File: src/rtl/ps2_key_event_if.sv
// Event output channel of ps2_key_event: valid/ready handshake plus the
// head-of-FIFO event fields {code, ext, rel}.
interface ps2_key_event_if;
    logic       ev_valid;
    logic       ev_ready;
    logic [7:0] ev_code;
    logic       ev_ext;
    logic       ev_rel;

    modport master (
        output ev_valid,
        output ev_code,
        output ev_ext,
        output ev_rel,
        input  ev_ready
    );

    modport slave (
        input  ev_valid,
        input  ev_code,
        input  ev_ext,
        input  ev_rel,
        output ev_ready
    );
endinterface

File: src/rtl/ps2_key_event.sv
// PS/2 scan-code parser: turns the receiver byte stream into key press/release
// events (E0 extended and F0 break prefixes resolved, Pause E1 sequences and
// housekeeping bytes discarded), queues them in a small FIFO presented on a
// valid/ready channel, and keeps a level bitmap of eight game keys.
// Optional feature macro: REPEAT_FILTER_EN suppresses typematic repeat makes
// of mapped keys whose held bit is already set.
module ps2_key_event #(
    parameter int DEPTH = 4
) (
    input  logic                  clk,
    input  logic                  rst,
    input  logic [7:0]            key_byte,
    input  logic                  key_flag,
    ps2_key_event_if.master       ev,
    output logic [7:0]            held,
    output logic                  overflow
);
    localparam int AW = $clog2(DEPTH);

    typedef enum logic [2:0] {IDLE, EXT, BRK, EXTBRK, SKIP} state_t;

    state_t        state;
    state_t        next_state;
    logic [2:0]    skip_cnt;
    logic [2:0]    next_skip;
    logic          flag_q;
    logic          strobe;
    logic          emit;
    logic          emit_ext;
    logic          emit_rel;
    logic          slot_hit;
    logic [2:0]    slot_idx;
    logic          suppress;
    logic          push;
    logic          pop;
    logic          full;
    logic          accept;
    logic [AW:0]   wptr;
    logic [AW:0]   rptr;
    logic [9:0]    mem [DEPTH];

    // Keyboard self-test, echo, ack, resend and error bytes carry no key.
    function automatic logic is_noise(input logic [7:0] b);
        return (b == 8'h00) || (b == 8'hAA) || (b == 8'hEE) ||
               (b == 8'hFA) || (b == 8'hFE) || (b == 8'hFF);
    endfunction

    // Maps {ext, code} onto a held-bitmap slot: returns {hit, index}.
    function automatic logic [3:0] key_slot(input logic ext, input logic [7:0] code);
        case ({ext, code})
            9'h01D:  key_slot = 4'b1000;
            9'h01C:  key_slot = 4'b1001;
            9'h01B:  key_slot = 4'b1010;
            9'h023:  key_slot = 4'b1011;
            9'h029:  key_slot = 4'b1100;
            9'h05A:  key_slot = 4'b1101;
            9'h16B:  key_slot = 4'b1110;
            9'h174:  key_slot = 4'b1111;
            default: key_slot = 4'b0000;
        endcase
    endfunction

    assign strobe = key_flag & ~flag_q;

    // Parser state, skip counter and strobe edge-detect register.
    always_ff @(posedge clk) begin
        flag_q <= key_flag;
        if (rst) begin
            state    <= IDLE;
            skip_cnt <= 3'd0;
        end else begin
            state    <= next_state;
            skip_cnt <= next_skip;
        end
    end

    // Prefix tracking: next parser state for the byte arriving this cycle.
    always_comb begin
        next_state = state;
        next_skip  = skip_cnt;
        if (strobe) begin
            case (state)
                IDLE: begin
                    if (key_byte == 8'hE0) begin
                        next_state = EXT;
                    end else if (key_byte == 8'hF0) begin
                        next_state = BRK;
                    end else if (key_byte == 8'hE1) begin
                        next_state = SKIP;
                        next_skip  = 3'd7;
                    end
                end
                EXT: begin
                    if (key_byte == 8'hF0) begin
                        next_state = EXTBRK;
                    end else if (key_byte != 8'hE0) begin
                        next_state = IDLE;
                    end
                end
                BRK, EXTBRK: begin
                    if (key_byte != 8'hF0) begin
                        next_state = IDLE;
                    end
                end
                SKIP: begin
                    next_skip = skip_cnt - 3'd1;
                    if (skip_cnt == 3'd1) begin
                        next_state = IDLE;
                    end
                end
                default: next_state = IDLE;
            endcase
        end
    end

    // Event emission: which byte completes a make or release, and its flags.
    always_comb begin
        emit     = 1'b0;
        emit_ext = 1'b0;
        emit_rel = 1'b0;
        if (strobe) begin
            case (state)
                IDLE: begin
                    emit = (key_byte != 8'hE0) && (key_byte != 8'hF0) &&
                           (key_byte != 8'hE1) && !is_noise(key_byte);
                end
                EXT: begin
                    emit     = (key_byte != 8'hF0) && (key_byte != 8'hE0);
                    emit_ext = 1'b1;
                end
                BRK: begin
                    emit     = (key_byte != 8'hF0);
                    emit_rel = 1'b1;
                end
                EXTBRK: begin
                    emit     = (key_byte != 8'hF0);
                    emit_ext = 1'b1;
                    emit_rel = 1'b1;
                end
                default: ;
            endcase
        end
    end

    assign {slot_hit, slot_idx} = key_slot(emit_ext, key_byte);

`ifdef REPEAT_FILTER_EN
    assign suppress = emit && !emit_rel && slot_hit && held[slot_idx];
`else
    assign suppress = 1'b0;
`endif

    assign push   = emit && !suppress;
    assign pop    = ev.ev_valid && ev.ev_ready;
    assign full   = (wptr[AW] != rptr[AW]) && (wptr[AW-1:0] == rptr[AW-1:0]);
    assign accept = push && (!full || pop);

    // Event FIFO storage and pointers; a pop frees the slot for a same-cycle push.
    always_ff @(posedge clk) begin
        if (rst) begin
            wptr <= '0;
            rptr <= '0;
            for (int i = 0; i < DEPTH; i++) begin
                mem[i] <= '0;
            end
        end else begin
            if (accept) begin
                mem[wptr[AW-1:0]] <= {emit_ext, emit_rel, key_byte};
                wptr              <= wptr + (AW+1)'(1);
            end
            if (pop) begin
                rptr <= rptr + (AW+1)'(1);
            end
        end
    end

    // Key level map follows every emitted event; overflow latches dropped events.
    always_ff @(posedge clk) begin
        if (rst) begin
            held     <= 8'h00;
            overflow <= 1'b0;
        end else begin
            if (emit && slot_hit) begin
                held[slot_idx] <= !emit_rel;
            end
            if (push && full && !pop) begin
                overflow <= 1'b1;
            end
        end
    end

    assign ev.ev_valid = (wptr != rptr);
    assign {ev.ev_ext, ev.ev_rel, ev.ev_code} = mem[rptr[AW-1:0]];

endmodule

File: src/flat_wrapper.sv
// flat-port wrapper written by rule: the top's interface ports become plain ports
module ps2_key_event_flat 
#(
    parameter int DEPTH = 4
)
  (clk, rst, key_byte, key_flag, held, overflow, ev_ev_valid, ev_ev_code, ev_ev_ext, ev_ev_rel, ev_ev_ready);
  ps2_key_event_if ev_i ();
  input  logic clk;
  input  logic rst;
  input  logic [7:0] key_byte;
  input  logic key_flag;
  output logic [7:0] held;
  output logic overflow;
  output wire logic [$bits(ev_i.ev_valid)-1:0] ev_ev_valid;
  output wire logic [$bits(ev_i.ev_code)-1:0] ev_ev_code;
  output wire logic [$bits(ev_i.ev_ext)-1:0] ev_ev_ext;
  output wire logic [$bits(ev_i.ev_rel)-1:0] ev_ev_rel;
  input wire logic [$bits(ev_i.ev_ready)-1:0] ev_ev_ready;
  assign ev_ev_valid = ev_i.ev_valid;
  assign ev_ev_code = ev_i.ev_code;
  assign ev_ev_ext = ev_i.ev_ext;
  assign ev_ev_rel = ev_i.ev_rel;
  assign ev_i.ev_ready = ev_ev_ready;
  ps2_key_event #(.DEPTH(DEPTH)) u_core (.clk(clk), .rst(rst), .key_byte(key_byte), .key_flag(key_flag), .ev(ev_i), .held(held), .overflow(overflow));
endmodule
File: config.mk
export PLATFORM = sky130hd
export DESIGN_NAME = ps2_key_event_flat
export DESIGN_NICKNAME = d
export VERILOG_FILES = /design/src/rtl/ps2_key_event_if.sv /design/src/rtl/ps2_key_event.sv /design/src/flat_wrapper.sv
export SDC_FILE = /design/constraint.sdc
export NUM_CORES = 1
export LEC_CHECK = 0
export ABC_AREA = 1
export BUFFER_PORTS_ARGS = -buffer_cell sky130_fd_sc_hd__buf_2
export CORE_UTILIZATION = 40
export DETAILED_ROUTE_END_ITERATION = 12
export GPL_TIMING_DRIVEN = 1
export PLACE_DENSITY = 0.62
export SETUP_SLACK_MARGIN = 0.4
export SYNTH_ARGS = -nofsm -noshare
export SYNTH_HDL_FRONTEND = slang
export SYNTH_SLANG_ARGS = --single-unit
File: constraint.sdc
create_clock -name clk -period 2.4 [get_ports clk]
set_clock_uncertainty 0.15 [all_clocks]
set_input_delay 0.12 -clock clk [delete_from_list [all_inputs] [get_ports clk]]
set_output_delay 0.12 -clock clk [all_outputs]
set_load 0.05 [all_outputs]
==> key figures <==
Run status
  • Status: complete, no violations

Timing
  • Slew @ Worst Pin: 0.4889 ns
  • Crit share post-route: 0.8357
  • Clock period minus worst slack: 2.006 ns
  • WHS: 0.03814 ns
  • Post-route setup slack: 0.3944 ns
  • F_max: 498.6 MHz
  • RSZ-0062 raised after global routing: true
  • Slew Limit Fails: 0
  • Setup_tns: 0 ns
  • Final hold viol count: 0
  • Final setup violation count: 0
  • Relative slew slack: 0.6716

Yosys
  • Mean Syn Cell Area: 8.198 um^2
  • Synth Register Bits: 64
  • Yosys Warn Count: 0
  • Prevailing post-synth register cell: edfxtp_1
  • Syn Nets: 409
  • Cell Area, Synth: 3222 um^2
  • Number of synthesized flops with an enable pin: 40
  • Post-synthesis sequential area ratio: 0.5219
  • Ys async rst share: 0
  • Yosys cell types: 27
  • Syn Inst Count: 393

Detailed routing
  • Drt initial violations: 146
  • Post-detailed-route wirelength per cell: 13.98 um
  • Routed Antenna Nets: 0
  • Pre-antenna DRT Iters: 4
  • Via-to-Cell Ratio: 5.042
  • Via count: 2778
  • DRC: 0
  • Drt total wl: 7701 um

Worst setup path
  • Critical Path Start Type: flip-flop
  • Setup CP Type: reg2reg
  • Critical path data required time: 2.33 ns
  • Setup crit end kind: flip-flop
  • Crit path arrival time: 1.94 ns
  • Worst Path Max Fanout: 6

Layout
  • Layout cells sized above 1: 0.2539
  • Area growth syn-to-layout: 22.02%
  • Filler Cells Inserted: 765
  • Final nets: 460
  • Non-Filler Instances: 551
  • Most frequent cells in the layout: nor2_1 (97), nand2_1 (55), edfxtp_1 (40)
  • Antenna Diode Count: 0
  • Most common cell after layout, fill and taps aside: nor2_1

Clock network
  • Root Buffer: clkbuf_8
  • Number of H-tree levels: 3
  • Clock transition at path regs: 0.08 ns
  • Clk sink count: 64
  • Clock buffer depth: 2
  • Total CTS buffers: 9
  • Clock latency on the worst-skew pair: 0.34 ns
  • TritonCTS clock tree: done

Floorplan
  • Core box area: 7767 um^2
  • Initial Utilization: 0.4148
  • Die W: 91.75 um
  • Io pins: 32
  • Die Y: 91.75 um
  • Die area: 8417 um^2
  • # rows: 32

Power and ir drop
  • Cell area power density: 760.9 nW/um^2
  • Net Sw Frac: 0.3586
  • PnR Total Power: 2991 uW
  • Clock network power share: 0.318
  • Register share of total power: 0.431
  • Internal power: 1919 uW
  • Lkg Pwr: 0.001689 uW
  • Switch Pwr: 1073 uW
  • VDD IR max: 0.0002754 V
  • Comb pwr share: 0.251

Global route
  • Initial antenna violation count: 0
  • Gr ovfl total: 0
  • Largest net degree at the start of global routing: 21
  • Vias in the first global route: 2706
  • M3 GR Usage: 0.03980
  • Global Route Usage Sum: 0.1926
  • Routing usage on met2: 0.3289
  • GRT Max-Usage Layer: met2
  • First-pass GRT wire length: 12570 um
  • Grt met1 use: 0.2423

Placed design
  • Pre-CTS setup slack: 0.1133 ns
  • Placer Congestion: 0.8728
  • Placed insts: 521
  • Dpl hpwl: 5187 um
  • IO buf count: 31

Job
  • Max-cap viol count: 0

Min path
  • Hold WC Path Type: in2reg
[per-stage QoR]
stage                     cell area, um^2    util
final                                3931  0.5061
after global routing                 3931  0.5061
after CTS                            3847  0.4953
after detailed placement             3495  0.4499
after global placement               3495  0.4499
after floorplan                      3234       -
[state kept, by name, indices dropped and copies added, names as in the netlist, named ones only]
signal,cells
u_core.mem,40
u_core.overflow,1
u_core.state,3
u_core.skip_cnt,3
u_core.held,8
u_core.flag_q,1
u_core.rptr,3
u_core.wptr,3
[critical path: stages, from the launching register on]
cell        delay (ns)
dfxtp_4           0.37
nor3_4            0.23
nand2_2           0.11
nor2_4            0.11
nand2_2           0.07
nand2_2           0.09
nand3_4           0.10
nor2_8            0.15
o21ai_2           0.08
nand2_2           0.12
clkinvlp_4        0.17
[cell families after synthesis]
kind of cell               count (synthesis)  synth area share
AOI/OAI and AO/OA                         62            0.1029
DFF                                       64            0.5219
and+or+nand+nor                          210            0.2862
adders and majority gates                  4           0.01553
buffers and inverters                     50           0.06524
xor gates and xnor gates                   3          0.008157
[worst paths after layout]
kind / startpoint / slack, ns / cells after the start / to
worst max register to register: u_core.state[2] / 0.39 / 10 / u_core.mem[3][3]
worst min register to register: u_core.overflow / 0.32 / 1 / u_core.overflow
worst min-delay path: ev_ev_ready / 0.04 / 4 / flip-flop
worst max-delay path: u_core.state[2] / 0.39 / 10 / u_core.mem[3][3]
[power groups by stage]
stage               Clock, uW  Sequential (uW)  Combinational [uW]
finish                    952             1290                 751
global route             1010             1300                 812
CTS                       968             1280                 732
detailed placement          0             1300                 702
global placement            0             1300                 691
floorplan                   0             1280                 545
[final cells by class]
cell class	count	area, um^2	area share
Clock buffer	9	123.9	0.03151
Clock inverter	7	81.33	0.02069
Inverter	40	160.2	0.04074
Multi-Input combinational cell	279	1415	0.3600
Sequential cell	64	1695	0.4313
Tap cell	102	127.6	0.03246
Timing Repair Buffer	48	312.8	0.07957
Timing Repair inverter	2	15.01	0.003819
[cells in the mapped netlist, types with 4 or more instances]
master | count | share of area
o22ai_1 | 11 | 0.021
inv_1 | 35 | 0.041
nand4_1 | 4 | 0.0078
dfxtp_1 | 24 | 0.15
ha_1 | 4 | 0.016
nand2_1 | 64 | 0.075
a21oi_1 | 14 | 0.022
nand3_1 | 15 | 0.023
nor2_2 | 9 | 0.017
edfxtp_1 | 40 | 0.37
nor3_1 | 5 | 0.0078
clkbuf_1 | 7 | 0.0082
o21ai_0 | 33 | 0.051
nor2_1 | 99 | 0.12
inv_2 | 4 | 0.0047
nand2_2 | 7 | 0.014
[routing by layer]
layer / vias up / routed length [um]
met1: 1275 / 3332
met2: 91 / 3762
met5: - / 0
li1: 1397 / -
met3: 15 / 465
met4: 0 / 140
[timing repair]
action | CTS | global route
hold buffers | 5 | 0
cloned | 1 | 1
gates resized for setup | 16 | 24
endpoints found under the hold margin | 4 | 0
pin swaps | 6 | 6
setup buffers | 6 | 1
endpoints found under the setup margin | 69 | 92
Note: power is estimated with default switching activity, not from simulation.
